### src/rtl/cstn_rx.sv
// CSTN dual-scan panel bus receiver: oversamples XCK/LP/FLM/UD/LD on clk and
// rebuilds 48-bit packed pixel words with line/frame position tags and sticky errors.
`timescale 1ns/1ps
module cstn_rx #(
   parameter int WORDS_PER_LINE = 80,
   parameter int LINES          = 240,
   parameter int X_W            = 7,
   parameter int Y_W            = 8
) (
   input  logic           clk,
   input  logic           rst_n,
   input  logic           cstn_xck,
   input  logic           cstn_lp,
   input  logic           cstn_flm,
   input  logic [7:0]     cstn_ud,
   input  logic [7:0]     cstn_ld,
   output logic [47:0]    out_data,
   output logic [X_W-1:0] out_x,
   output logic [Y_W-1:0] out_y,
   output logic           out_sof,
   output logic           out_valid,
   input  logic           out_ready,
   input  logic           err_clr,
   output logic           err_ovf,
   output logic           err_partial,
   output logic           err_len
);
   localparam logic [X_W-1:0] X_FULL = X_W'(WORDS_PER_LINE);
   localparam logic [Y_W-1:0] Y_LAST = Y_W'(LINES - 1);

   logic [18:0]    sync1_q, sync2_q;
   logic           xck3_q, lp3_q;
   logic [1:0]     b_q, b_d;
   logic [15:0]    up_q, up_d, lo_q, lo_d;
   logic [X_W-1:0] x_q, x_d, px_q, px_d, ox_q, ox_d;
   logic [Y_W-1:0] y_q, y_d, py_q, py_d, oy_q, oy_d;
   logic           open_q, open_d, frame_q, frame_d;
   logic           pend_q, pend_d, psof_q, psof_d;
   logic [47:0]    pdata_q, pdata_d, odata_q, odata_d;
   logic           osof_q, osof_d, ovalid_q, ovalid_d;
   logic           ovf_q, ovf_d, part_q, part_d, len_q, len_d;
   logic           ovf_ev, part_ev, len_ev;

   logic           s_xck, s_lp, s_flm, xck_rise, lp_rise;
   logic [7:0]     s_ud, s_ld;

   assign {s_xck, s_lp, s_flm, s_ud, s_ld} = sync2_q;
   assign xck_rise = s_xck & ~xck3_q;
   assign lp_rise  = s_lp & ~lp3_q;

   // Upper/lower pixel i occupy adjacent 3-bit fields, upper first.
   function automatic logic [47:0] pack_word(input logic [23:0] up, input logic [23:0] lo);
      logic [47:0] w;
      w = '0;
      for (int i = 0; i < 8; i++) begin
         w[47-6*i -: 3] = up[23-3*i -: 3];
         w[44-6*i -: 3] = lo[23-3*i -: 3];
      end
      return w;
   endfunction

   always_comb begin
      b_d      = b_q;
      up_d     = up_q;
      lo_d     = lo_q;
      x_d      = x_q;
      y_d      = y_q;
      open_d   = open_q;
      frame_d  = frame_q;
      pend_d   = 1'b0;
      pdata_d  = pdata_q;
      px_d     = px_q;
      py_d     = py_q;
      psof_d   = psof_q;
      odata_d  = odata_q;
      ox_d     = ox_q;
      oy_d     = oy_q;
      osof_d   = osof_q;
      ovalid_d = ovalid_q;
      ovf_ev   = 1'b0;
      part_ev  = 1'b0;
      len_ev   = 1'b0;

      if (xck_rise) begin
         if (!open_q) begin
            open_d = 1'b1;
            if (s_flm) begin
               if (frame_q && (y_q != Y_LAST)) len_ev = 1'b1;
               frame_d = 1'b1;
               y_d     = '0;
            end else begin
               y_d = y_q + 1'b1;
            end
         end
         case (b_q)
            2'd0: begin
               up_d[15:8] = s_ud;
               lo_d[15:8] = s_ld;
               b_d        = 2'd1;
            end
            2'd1: begin
               up_d[7:0] = s_ud;
               lo_d[7:0] = s_ld;
               b_d       = 2'd2;
            end
            default: begin
               b_d     = 2'd0;
               pend_d  = 1'b1;
               pdata_d = pack_word({up_q, s_ud}, {lo_q, s_ld});
               px_d    = x_q;
               py_d    = y_d;
               psof_d  = (x_q == '0) && (y_d == '0);
               x_d     = x_q + 1'b1;
            end
         endcase
      end

      // LP is applied after the beat so a word completing on the same clock survives.
      if (lp_rise) begin
         if (b_d != 2'd0) part_ev = 1'b1;
         if (x_d != X_FULL) len_ev = 1'b1;
         b_d    = 2'd0;
         x_d    = '0;
         open_d = 1'b0;
      end

      if (pend_q) begin
         if (!ovalid_q || out_ready) begin
            odata_d  = pdata_q;
            ox_d     = px_q;
            oy_d     = py_q;
            osof_d   = psof_q;
            ovalid_d = 1'b1;
         end else begin
            ovf_ev = 1'b1;
         end
      end else if (ovalid_q && out_ready) begin
         ovalid_d = 1'b0;
      end

      ovf_d  = (ovf_q  & ~err_clr) | ovf_ev;
      part_d = (part_q & ~err_clr) | part_ev;
      len_d  = (len_q  & ~err_clr) | len_ev;
   end

   always_ff @(posedge clk or negedge rst_n) begin
      if (!rst_n) begin
         sync1_q  <= '0;
         sync2_q  <= '0;
         xck3_q   <= 1'b0;
         lp3_q    <= 1'b0;
         b_q      <= '0;
         up_q     <= '0;
         lo_q     <= '0;
         x_q      <= '0;
         y_q      <= '0;
         open_q   <= 1'b0;
         frame_q  <= 1'b0;
         pend_q   <= 1'b0;
         pdata_q  <= '0;
         px_q     <= '0;
         py_q     <= '0;
         psof_q   <= 1'b0;
         odata_q  <= '0;
         ox_q     <= '0;
         oy_q     <= '0;
         osof_q   <= 1'b0;
         ovalid_q <= 1'b0;
         ovf_q    <= 1'b0;
         part_q   <= 1'b0;
         len_q    <= 1'b0;
      end else begin
         sync1_q  <= {cstn_xck, cstn_lp, cstn_flm, cstn_ud, cstn_ld};
         sync2_q  <= sync1_q;
         xck3_q   <= s_xck;
         lp3_q    <= s_lp;
         b_q      <= b_d;
         up_q     <= up_d;
         lo_q     <= lo_d;
         x_q      <= x_d;
         y_q      <= y_d;
         open_q   <= open_d;
         frame_q  <= frame_d;
         pend_q   <= pend_d;
         pdata_q  <= pdata_d;
         px_q     <= px_d;
         py_q     <= py_d;
         psof_q   <= psof_d;
         odata_q  <= odata_d;
         ox_q     <= ox_d;
         oy_q     <= oy_d;
         osof_q   <= osof_d;
         ovalid_q <= ovalid_d;
         ovf_q    <= ovf_d;
         part_q   <= part_d;
         len_q    <= len_d;
      end
   end

   assign out_data    = odata_q;
   assign out_x       = ox_q;
   assign out_y       = oy_q;
   assign out_sof     = osof_q;
   assign out_valid   = ovalid_q;
   assign err_ovf     = ovf_q;
   assign err_partial = part_q;
   assign err_len     = len_q;
endmodule

### config.mk
export PLATFORM = sky130hd
export DESIGN_NAME = cstn_rx
export DESIGN_NICKNAME = d
export VERILOG_FILES = /design/src/rtl/cstn_rx.sv
export SDC_FILE = /design/constraint.sdc
export NUM_CORES = 1
export LEC_CHECK = 0
export ABC_CLOCK_PERIOD_IN_PS = 4310
export BUFFER_PORTS_ARGS = -buffer_cell sky130_fd_sc_hd__buf_2
export CAP_MARGIN = 20
export CORE_AREA = 2 2 130 132
export CTS_BUF_LIST = sky130_fd_sc_hd__clkbuf_16
export DETAILED_ROUTE_END_ITERATION = 8
export DIE_AREA = 0 0 132 134
export PLACE_DENSITY = 0.71
export SETUP_SLACK_MARGIN = 0.05
export SLEW_MARGIN = 10
export SYNTH_ARGS = -nofsm -noshare
export SYNTH_HDL_FRONTEND = slang
export SYNTH_SLANG_ARGS = --single-unit
### constraint.sdc
create_clock -name clk -period 4.31 [get_ports clk]
set_clock_uncertainty 0.2 [all_clocks]
set_input_delay 0.431 -clock clk [delete_from_list [all_inputs] [get_ports clk]]
set_output_delay 0.431 -clock clk [all_outputs]
set_load 0.01 [all_outputs]
==> flow_metrics.env <==
export IMPL_drt_vias_per_instance=5.11
export IMPL_status="finished clean"
export IMPL_ctsLongestPathBuffers=3
export IMPL_yosys_area_share_simple_pct=12.5
export IMPL_synth_area_leader_cell="dfrtp_1"
export IMPL_ff_latch_area_um2=5610
export IMPL_io_pins=91
export IMPL_max_freq_mhz=330
export IMPL_critPathMaxFanout=85
export IMPL_fill_cells=1262
export IMPL_ys_types=52
export IMPL_synth_area_mux_share_pct=13.0
export IMPL_synth_top_family_by_area="multiplexers"
export IMPL_yosysMostFrequentCell="dfrtp_1"
export IMPL_ir_drop_mv=0.362
export IMPL_worst_ep_required_time_ps=4480
export IMPL_yosysSeqAreaShare_pct=67.0
export IMPL_power_leakage_uw=0.00502
export IMPL_core_area_um2=16300
export IMPL_row_count=47
export IMPL_syn_instance_count=670
export IMPL_wirelength_mm=16.0
export IMPL_num_vias=5181
export IMPL_grt_setup_unrepaired="false"
export IMPL_cts_resized=0
export IMPL_maxCapViolCount=0
export IMPL_path_clk_slew_ps=70
export IMPL_cts_buffers=23
export IMPL_whs_ps=79.0
export IMPL_netlist_area_um2=8370
export IMPL_yosys_area_share_xor_xnor_pct=0.837
export IMPL_syn_mean_instance_area_um2=12.5
export IMPL_start_kind="flop"
export IMPL_yosysWarnings=0
export IMPL_crit_arrival_ps=3200
export IMPL_syn_to_final_growth_pct=18.4
export IMPL_start_util_pct=51.4
export IMPL_fin_crit_ps=3030
export IMPL_grt_antenna_before_repair=0
export IMPL_tns_ps=0
export IMPL_die_x_um=132
export IMPL_utilization_pct=60.8
export IMPL_critPathKind="reg -> reg"
export IMPL_finalMaxSlewViolations=0
export IMPL_clk_latency_ps=500
export IMPL_synth_adder_area_share_pct=0.448
export IMPL_die_area_um2=17700
export IMPL_firstDrtPassIters=4
export IMPL_htreeDepth=1
export IMPL_finalNetCount=802
export IMPL_gp_congestion=0.815
export IMPL_layout_drive_gt1_share_pct=28.8
export IMPL_clock_sink_count=224
export IMPL_drtIter0Drc=276
export IMPL_hp_class="in -> reg"
export IMPL_synth_ff_type="dfrtp_1"
export IMPL_setup_violations=0
export IMPL_synth_area_leaders="dfrtp_1 67%, mux2_2 13%, nand2_1 8.3%"
export IMPL_grt_use_total_pct=18.7
export IMPL_multi_input_area_um2=2570
export IMPL_grt_max_degree=136
export IMPL_antenna_cells=0
export IMPL_grt_pass1_wl_mm=27.1
export IMPL_synth_compound_area_share_pct=3.78
export IMPL_die_h_um=134
export IMPL_period_share_pct=70.2
export IMPL_wl_per_cell_um=15.8
export IMPL_tritoncts="done"
export IMPL_worst_slew_pin_slew_ps=1020
export IMPL_synth_edf_count=0
export IMPL_place_hpwl_mm=10.2
export IMPL_power_density_nw_per_um2=565
export IMPL_port_buffers=90
export IMPL_endpoint_kind="flop"
export IMPL_drtAntennaViolNets=0
export IMPL_drc=0
export IMPL_cts_root_buffer="clkbuf_16"
export IMPL_relSlewSlack_pct=31.9
export IMPL_hold_viol_final=0
export IMPL_grt_pass1_vias=5432
export IMPL_synth_common_cells="224 x dfrtp_1, 185 x nand2_1, 95 x mux2_2"
export IMPL_gr_total_overflow=0
export IMPL_synth_seq_cells=224
export IMPL_synth_nets=696
export IMPL_yosysTopAreaCellShare_pct=67.0
export IMPL_async_reset_ff_share_pct=100
[cells in the final DEF (no fill, tap or decap), drive strengths merged, types with 3 or more instances in the layout]
| cell | count |
|---|---|
| dfrtp | 224 |
| nand2 | 185 |
| mux2 | 96 |
| buf | 95 |
| o21ai | 23 |
| clkbuf | 23 |
| dlygate4sd3 | 21 |
| inv | 18 |
| nor2 | 15 |
| a21oi | 11 |
| clkinv | 9 |
| nor3 | 7 |
| nand3 | 6 |
| nand2b | 5 |
| xnor2 | 5 |
| o22ai | 4 |
| nor2b | 3 |
| nand4 | 3 |
| xor2 | 3 |
| ha | 3 |
[worst max-delay path, stage by stage (launching register included)]
cell and delay, ps:
dfrtp_1 510, nand3b_4 740, inv_2 510, nand2_1 180, a2111oi_0 500, a211o_1 160, nand3_1 70
[layout make-up]
cell class | count | share of cell area, %
well taps | 220 | 2.78
flip-flops and latches | 224 | 56.6
multi-input cells | 400 | 26.0
clock inverters | 19 | 1.20
repair buffers | 116 | 7.27
clock buffers | 23 | 5.81
inverters | 11 | 0.417
[path summary, 6_finish.rpt]
kind,start,endpoint,slack (ps),depth (start not counted)
min in group asynchronous,rst_n,out_y[4],400,2
setup / recovery,b_q[1],err_len,1280,6
setup reg to reg,b_q[1],err_len,1280,6
max in group asynchronous,rst_n,pdata_q[24],2520,3
hold / removal,out_ready,out_valid,80,3
hold reg to reg,sync1_q[8],sync2_q[8],150,0
[cells by family (layout without fill, tap and decap cells)]
group                    after synthesis  after routing
AO/OA/AOI/OAI                         52             52
adder cells (fa/ha/maj)                3              3
multiplexers                          97             97
buffers and inverters                 46            169
flip-flops                           224            224
XOR/XNOR                               8              8
AND/OR/NAND/NOR                      240            240
[state kept, by name, indices dropped and copies added, names as in the netlist, 2 cells and up]
signal and flops:
out_data 48, pdata_q 48, sync1_q 19, sync2_q 19, lo_q 16, up_q 16, out_y 8, py_q 8
y_q 8, out_x 7, px_q 7, x_q 7, b_q 2
[power breakdown]
group	internal, µW	leakage, µW	total [µW]	switching, µW
Combinational	436	0.00179	854	419
Clock	1030	0.000358	1820	785
Sequential	2610	0.00288	2920	317
[repair_timing]
action	4_1_cts	5_1_grt
hold buffers	21	0
hold endpoints to repair	154	0
setup buffers	0	0
[layer usage]
layer	vias to the layer above	GRT usage [%]	wire length, µm
li1	2447	-	-
met1	2576	26.1	7220
met2	140	31.2	7790
met3	18	3.21	780
met4	0	4.47	204
met5	-	0	0
[per-stage QoR]
stage	instance area [µm²]	power, µW	std cells	worst slack [ps]
global placement	9010	3760	950	1460
floorplan	8370	3410	670	2320
finish	9910	5600	1013	1280
detailed placement	9010	3810	950	1300
CTS	9910	5650	1013	1290
global route	9910	5910	1013	981
Power figures use the tool's default switching activity.
